<file path="config.mk">
export PLATFORM = sky130hd
export DESIGN_NAME = dca_lsu_inst_arbiter
export DESIGN_NICKNAME = d
export VERILOG_FILES = /design/src/rtl/dca_lsu_arb_pkg.sv /design/src/rtl/dca_lsu_tag_queue.sv /design/src/rtl/dca_lsu_inst_arbiter.sv
export SDC_FILE = /design/constraint.sdc
export NUM_CORES = 1
export LEC_CHECK = 0
export ABC_AREA = 1
export BUFFER_PORTS_ARGS = -buffer_cell sky130_fd_sc_hd__buf_2
export CAP_MARGIN = 20
export CORE_MARGIN = 1
export CORE_UTILIZATION = 40
export DETAILED_ROUTE_END_ITERATION = 7
export PLACE_DENSITY = 0.65
export SYNTH_ARGS = -nofsm -noshare
export SYNTH_HDL_FRONTEND = slang
export SYNTH_HIERARCHICAL = 1
export SYNTH_SLANG_ARGS = --single-unit
</file>
<file path="constraint.sdc">
create_clock -name clk -period 5.5 [get_ports clk]
set_input_delay 0 -clock clk [delete_from_list [all_inputs] [get_ports clk]]
set_output_delay 0 -clock clk [all_outputs]
set_load 0.02 [all_outputs]
</file>
<file path="src/rtl/dca_lsu_arb_pkg.sv">
// Shared definitions for the LSU instruction arbiter: requester indices and owner tag type.
package dca_lsu_arb_pkg;

   localparam int BW_LSU_INST_DEFAULT = 8;

   localparam int NUM_REQ = 2;
   localparam int BW_TAG  = 1;

   typedef logic [BW_TAG-1:0] tag_t;

   localparam tag_t REQ_LOAD  = 1'b0;
   localparam tag_t REQ_STORE = 1'b1;

   // Converts an owner tag into the one-hot requester mask used for ready and done vectors.
   function automatic logic [NUM_REQ-1:0] tag_to_onehot(input tag_t tag);
      return (tag == REQ_STORE) ? 2'b10 : 2'b01;
   endfunction

endpackage

</file>
<file path="src/rtl/dca_lsu_tag_queue.sv">
// In-order FIFO of owner tags for instructions handed to the LSU and not yet completed.
module dca_lsu_tag_queue
    import dca_lsu_arb_pkg::*;
#(
    parameter int DEPTH  = 4,
    parameter int BW_OCC = $clog2(DEPTH + 1)
) (
    input  logic              clk,
    input  logic              rst,
    input  logic              push,
    input  tag_t              push_tag,
    input  logic              pop,
    output tag_t              pop_tag,
    output logic              empty,
    output logic              full,
    output logic [BW_OCC-1:0] occupancy
);

    localparam int BW_PTR = $clog2(DEPTH);

    tag_t              mem [DEPTH];
    logic [BW_PTR-1:0] wr_ptr;
    logic [BW_PTR-1:0] rd_ptr;
    logic [BW_OCC-1:0] occ;
    logic              do_push;
    logic              do_pop;

    assign empty     = (occ == '0);
    assign full      = (occ == BW_OCC'(DEPTH));
    assign occupancy = occ;
    assign pop_tag   = mem[rd_ptr];

    // A push into a full queue is still legal when an entry leaves in the same cycle.
    assign do_push = push & (~full | pop);
    assign do_pop  = pop & ~empty;

    always_ff @(posedge clk) begin
        if (rst) begin
            wr_ptr <= '0;
            rd_ptr <= '0;
            occ    <= '0;
            for (int i = 0; i < DEPTH; i++) begin
                mem[i] <= REQ_LOAD;
            end
        end else begin
            if (do_push) begin
                mem[wr_ptr] <= push_tag;
                wr_ptr      <= wr_ptr + BW_PTR'(1);
            end
            if (do_pop) begin
                rd_ptr <= rd_ptr + BW_PTR'(1);
            end
            case ({do_push, do_pop})
                2'b10:   occ <= occ + BW_OCC'(1);
                2'b01:   occ <= occ - BW_OCC'(1);
                default: occ <= occ;
            endcase
        end
    end

endmodule

</file>
<file path="src/rtl/dca_lsu_inst_arbiter.sv">
// Round-robin arbiter sharing one matrix LSU instruction port between load and store requesters,
// with an in-order owner tag queue that routes LSU completion pulses back to their requester.
module dca_lsu_inst_arbiter
    import dca_lsu_arb_pkg::*;
#(
    parameter int BW_LSU_INST     = BW_LSU_INST_DEFAULT,
    parameter int MAX_OUTSTANDING = 4
) (
    input  logic                           clk,
    input  logic                           rst,
    input  logic                           clear,
    input  logic                           enable,
    input  logic [NUM_REQ-1:0]             req_valid,
    output logic [NUM_REQ-1:0]             req_ready,
    input  logic [NUM_REQ*BW_LSU_INST-1:0] req_inst,
    output logic [NUM_REQ-1:0]             req_done,
    output logic                           lsu_valid,
    input  logic                           lsu_ready,
    output logic [BW_LSU_INST-1:0]         lsu_inst,
    input  logic                           lsu_done,
    output logic                           busy,
    output logic                           err_spurious_done
);

    localparam int BW_COUNT = $clog2(MAX_OUTSTANDING + 1);

    logic                flush;
    logic                drain_now;
    logic                hold_free;
    logic                below_limit;
    logic                grant;
    tag_t                sel;
    tag_t                ptr;
    tag_t                hold_tag;
    tag_t                q_pop_tag;
    logic                q_empty;
    logic                q_full;
    logic [BW_COUNT-1:0] q_occ;
    logic [BW_COUNT-1:0] count;

    assign flush     = rst | clear;
    assign drain_now = lsu_done & ~q_empty;
    assign hold_free = ~lsu_valid | lsu_ready;

    // Outstanding work is the held instruction plus everything the LSU has accepted but not finished.
    assign count       = BW_COUNT'(lsu_valid) + q_occ;
    assign busy        = (count != '0);
    assign below_limit = (count - BW_COUNT'(drain_now)) < BW_COUNT'(MAX_OUTSTANDING);

    always_comb begin
        sel = REQ_LOAD;
        if (req_valid == 2'b11) begin
            sel = ptr;
        end else if (req_valid[REQ_STORE]) begin
            sel = REQ_STORE;
        end
    end

    assign grant     = ~flush & enable & hold_free & below_limit & (|req_valid);
    assign req_ready = grant ? tag_to_onehot(sel) : '0;

    always_ff @(posedge clk) begin
        if (flush) begin
            lsu_valid         <= 1'b0;
            lsu_inst          <= '0;
            hold_tag          <= REQ_LOAD;
            ptr               <= REQ_LOAD;
            req_done          <= '0;
            err_spurious_done <= 1'b0;
        end else begin
            req_done <= drain_now ? tag_to_onehot(q_pop_tag) : '0;
            if (lsu_done & q_empty) begin
                err_spurious_done <= 1'b1;
            end
            if (grant) begin
                lsu_valid <= 1'b1;
                lsu_inst  <= (sel == REQ_STORE) ? req_inst[NUM_REQ*BW_LSU_INST-1:BW_LSU_INST]
                                                : req_inst[BW_LSU_INST-1:0];
                hold_tag  <= sel;
                ptr       <= ~sel;
            end else if (lsu_ready) begin
                lsu_valid <= 1'b0;
            end
        end
    end

    dca_lsu_tag_queue #(
        .DEPTH  (MAX_OUTSTANDING),
        .BW_OCC (BW_COUNT)
    ) u_tag_queue (
        .clk       (clk),
        .rst       (flush),
        .push      (lsu_valid & lsu_ready),
        .push_tag  (hold_tag),
        .pop       (drain_now),
        .pop_tag   (q_pop_tag),
        .empty     (q_empty),
        .full      (q_full),
        .occupancy (q_occ)
    );

    logic unused_q_full;
    assign unused_q_full = q_full;

endmodule
</file>
==> impl_metrics.env <==
export IMPL_portBuffers=38
export IMPL_viasPerCell=4.57
export IMPL_worst_pin_slew_ns=0.496
export IMPL_setup_viol=0
export IMPL_routed_wl_um=2810
export IMPL_hold_violations=0
export IMPL_drcViolationCount=0
export IMPL_cp_slowest_cell="dfxtp_1"
export IMPL_dp_hpwl_um=2200
export IMPL_clockBufferDepth=2
export IMPL_cap_violations=0
export IMPL_wl_per_cell_um=9.71
export IMPL_num_rows=21
export IMPL_status="complete, no violations"
export IMPL_rr_worst_depth=13
export IMPL_die_x_um=62.4
export IMPL_syn_inst=201
export IMPL_crit_top_cell="inv_1"
export IMPL_final_common_cell="nand2_1"
export IMPL_p_leak_nw=0.840
export IMPL_post_cts_buffers=0
export IMPL_root_buffer="clkbuf_4"
export IMPL_cts_tree="yes"
export IMPL_nNetsFinal=272
export IMPL_final_layout_size_suffix_gt1_share_pct=26.7
export IMPL_place_congestion=0.831
export IMPL_cp_arrival_ns=2.42
export IMPL_fmax_ghz=0.459
export IMPL_start_util_pct=42.7
export IMPL_antennaDiodeCount=0
export IMPL_slew_headroom_pct=66.9
export IMPL_first_global_vias=1268
export IMPL_critical_path_class="register to register"
export IMPL_hold_path_end="lsu_inst[3]$_SDFFE_PP0P_"
export IMPL_layout_min_cycle_time_ns=2.18
export IMPL_r2r_start="u_tag_queue/occupancy[2]$_SDFFE_PP0P_"
export IMPL_setup_slack_ns=3.32
export IMPL_num_vias=1321
export IMPL_path_cells="inv_1, nand2_1, inv_1, nor2_2, nand2_2, inv_2, ha_1, inv_1, fa_1, nand2_1, nand3_1, o21ai_0, a21oi_1"
export IMPL_slowest_delay_ns=0.45
export IMPL_postSynthNetCount=229
export IMPL_r2r_slack_ns=3.32
export IMPL_critPathMaxFanout=5
export IMPL_peakVddDrop_mv=0.0792
export IMPL_r2r_end="u_tag_queue/occupancy[2]$_SDFFE_PP0P_"
export IMPL_yosysWarnings=6
export IMPL_clock_skew_ns=0.0265
export IMPL_setup_tns_ns=0
export IMPL_dr_pass1_iters=4
export IMPL_fp_coreArea_um2=3420
export IMPL_min_path_type="input port to register"
export IMPL_min_from="req_inst[3]"
export IMPL_dieArea_um2=3890
export IMPL_finalCritPeriodShare_pct=39.6
export IMPL_grt_pass1_wl_um=5180
export IMPL_io_pins=39
export IMPL_drtIter0Drc=15
export IMPL_cp_start_kind="register"
export IMPL_pre_cts_ws_ns=3.35
export IMPL_rsz0062_at_grt="no"
export IMPL_syn_to_final_growth_pct=19.0
export IMPL_die_h_um=62.4
export IMPL_grt_start_max_net_pins=15
export IMPL_crit_required_ns=5.75
export IMPL_avgSynthCellArea_um2=7.25
export IMPL_cts_sinks=27
export IMPL_gr_total_overflow=0
export IMPL_power_density_nw_per_um2=189
export IMPL_cts_max_level=1
export IMPL_drv_slew=0
export IMPL_syn_area_um2=1460
export IMPL_grt_usage_pct=16.2
export IMPL_clock_latency_ns=0.33
export IMPL_antenna_found_initial=0
export IMPL_numCtsBuffers=3
export IMPL_final_cell_mix="59 x nand2_1, 38 x buf_2, 31 x inv_1, 23 x dfxtp_1, 17 x nand3_1"
export IMPL_antenna_left=0
export IMPL_min_delay_path_depth=5
export IMPL_clk_pin_slew_ns=0.16
export IMPL_endpoint_kind="register"
-- state kept, by name, summed over array words and instances (netlist names), named ones only --
register and count:
lsu_inst 8, u_tag_queue/wr_ptr 2, err_spurious_done 1, ptr 1, u_tag_queue/mem 4, lsu_valid 1, u_tag_queue/rd_ptr 2, u_tag_queue/occupancy 3
hold_tag 1, req_done 2
-- where the power goes --
part / internal (mW) / total, mW / switching [mW]
combinational: 0.0157 / 0.0378 / 0.0221
sequential: 0.203 / 0.204 / 0.00110
clock: 0.0284 / 0.0865 / 0.0581
total: 0.247 / 0.328 / 0.0813
-- timing repair --
| action | CTS | global route |
|---|---|---|
| resized for setup | 0 | 0 |
| hold buffers | 4 | 0 |
| hold endpoints to repair | 4 | 0 |
| endpoints found under the setup margin | 0 | 0 |
-- worst max-delay path: cells and delay by family, from the launching register on --
family | cells | cell delay [ns]
simple gates | 5 | 0.60
compound gates | 2 | 0.20
fa+ha+maj | 2 | 0.53
flops | 1 | 0.45
buf+inv | 4 | 0.31
-- through the flow --
stage               utilization (%)  total power [mW]  instances  instance area (µm²)  hold slack, ns
global placement               48.8             0.244        281                 1670           0.292
global route                   50.8             0.344        289                 1730          0.0272
detailed placement             48.8             0.244        281                 1670           0.288
floorplan                         -             0.232        201                 1460           0.166
CTS                            50.8             0.330        289                 1730          0.0143
finish                         50.8             0.328        289                 1730          0.0103
-- worst max-delay path by stage --
stage | start | endpoint | slack [ns] | cells past startpoint
CTS | u_tag_queue/occupancy[2]$_SDFFE_PP0P_ | u_tag_queue/occupancy[2]$_SDFFE_PP0P_ | 3.32 | 13
finish | u_tag_queue/occupancy[2]$_SDFFE_PP0P_ | u_tag_queue/occupancy[2]$_SDFFE_PP0P_ | 3.32 | 13
global route | u_tag_queue/occupancy[2]$_SDFFE_PP0P_ | u_tag_queue/occupancy[2]$_SDFFE_PP0P_ | 3.10 | 13
floorplan | u_tag_queue/occupancy[0]$_SDFFE_PP0P_ | u_tag_queue/occupancy[2]$_SDFFE_PP0P_ | 3.54 | 14
global placement | u_tag_queue/occupancy[2]$_SDFFE_PP0P_ | u_tag_queue/occupancy[2]$_SDFFE_PP0P_ | 3.42 | 13
detailed placement | u_tag_queue/occupancy[2]$_SDFFE_PP0P_ | u_tag_queue/occupancy[2]$_SDFFE_PP0P_ | 3.35 | 13
-- layout make-up --
class	instances	area (µm²)
well taps	46	57.6
fillers	356	1680
clock buffers	4	26.3
flip-flops and latches	27	581
repair buffers	42	230
multi-input cells	136	712
inverters	34	128
-- per-layer routing --
layer / GRT usage, % / part of all wire, % / wire length (µm)
met5: 0 / 0 / 0
met4: 5.23 / 0.82 / 23
met2: 28.3 / 45 / 1260
met1: 20.1 / 50 / 1410
met3: 2.57 / 4.0 / 111
(Power assumes the default switching activity.)
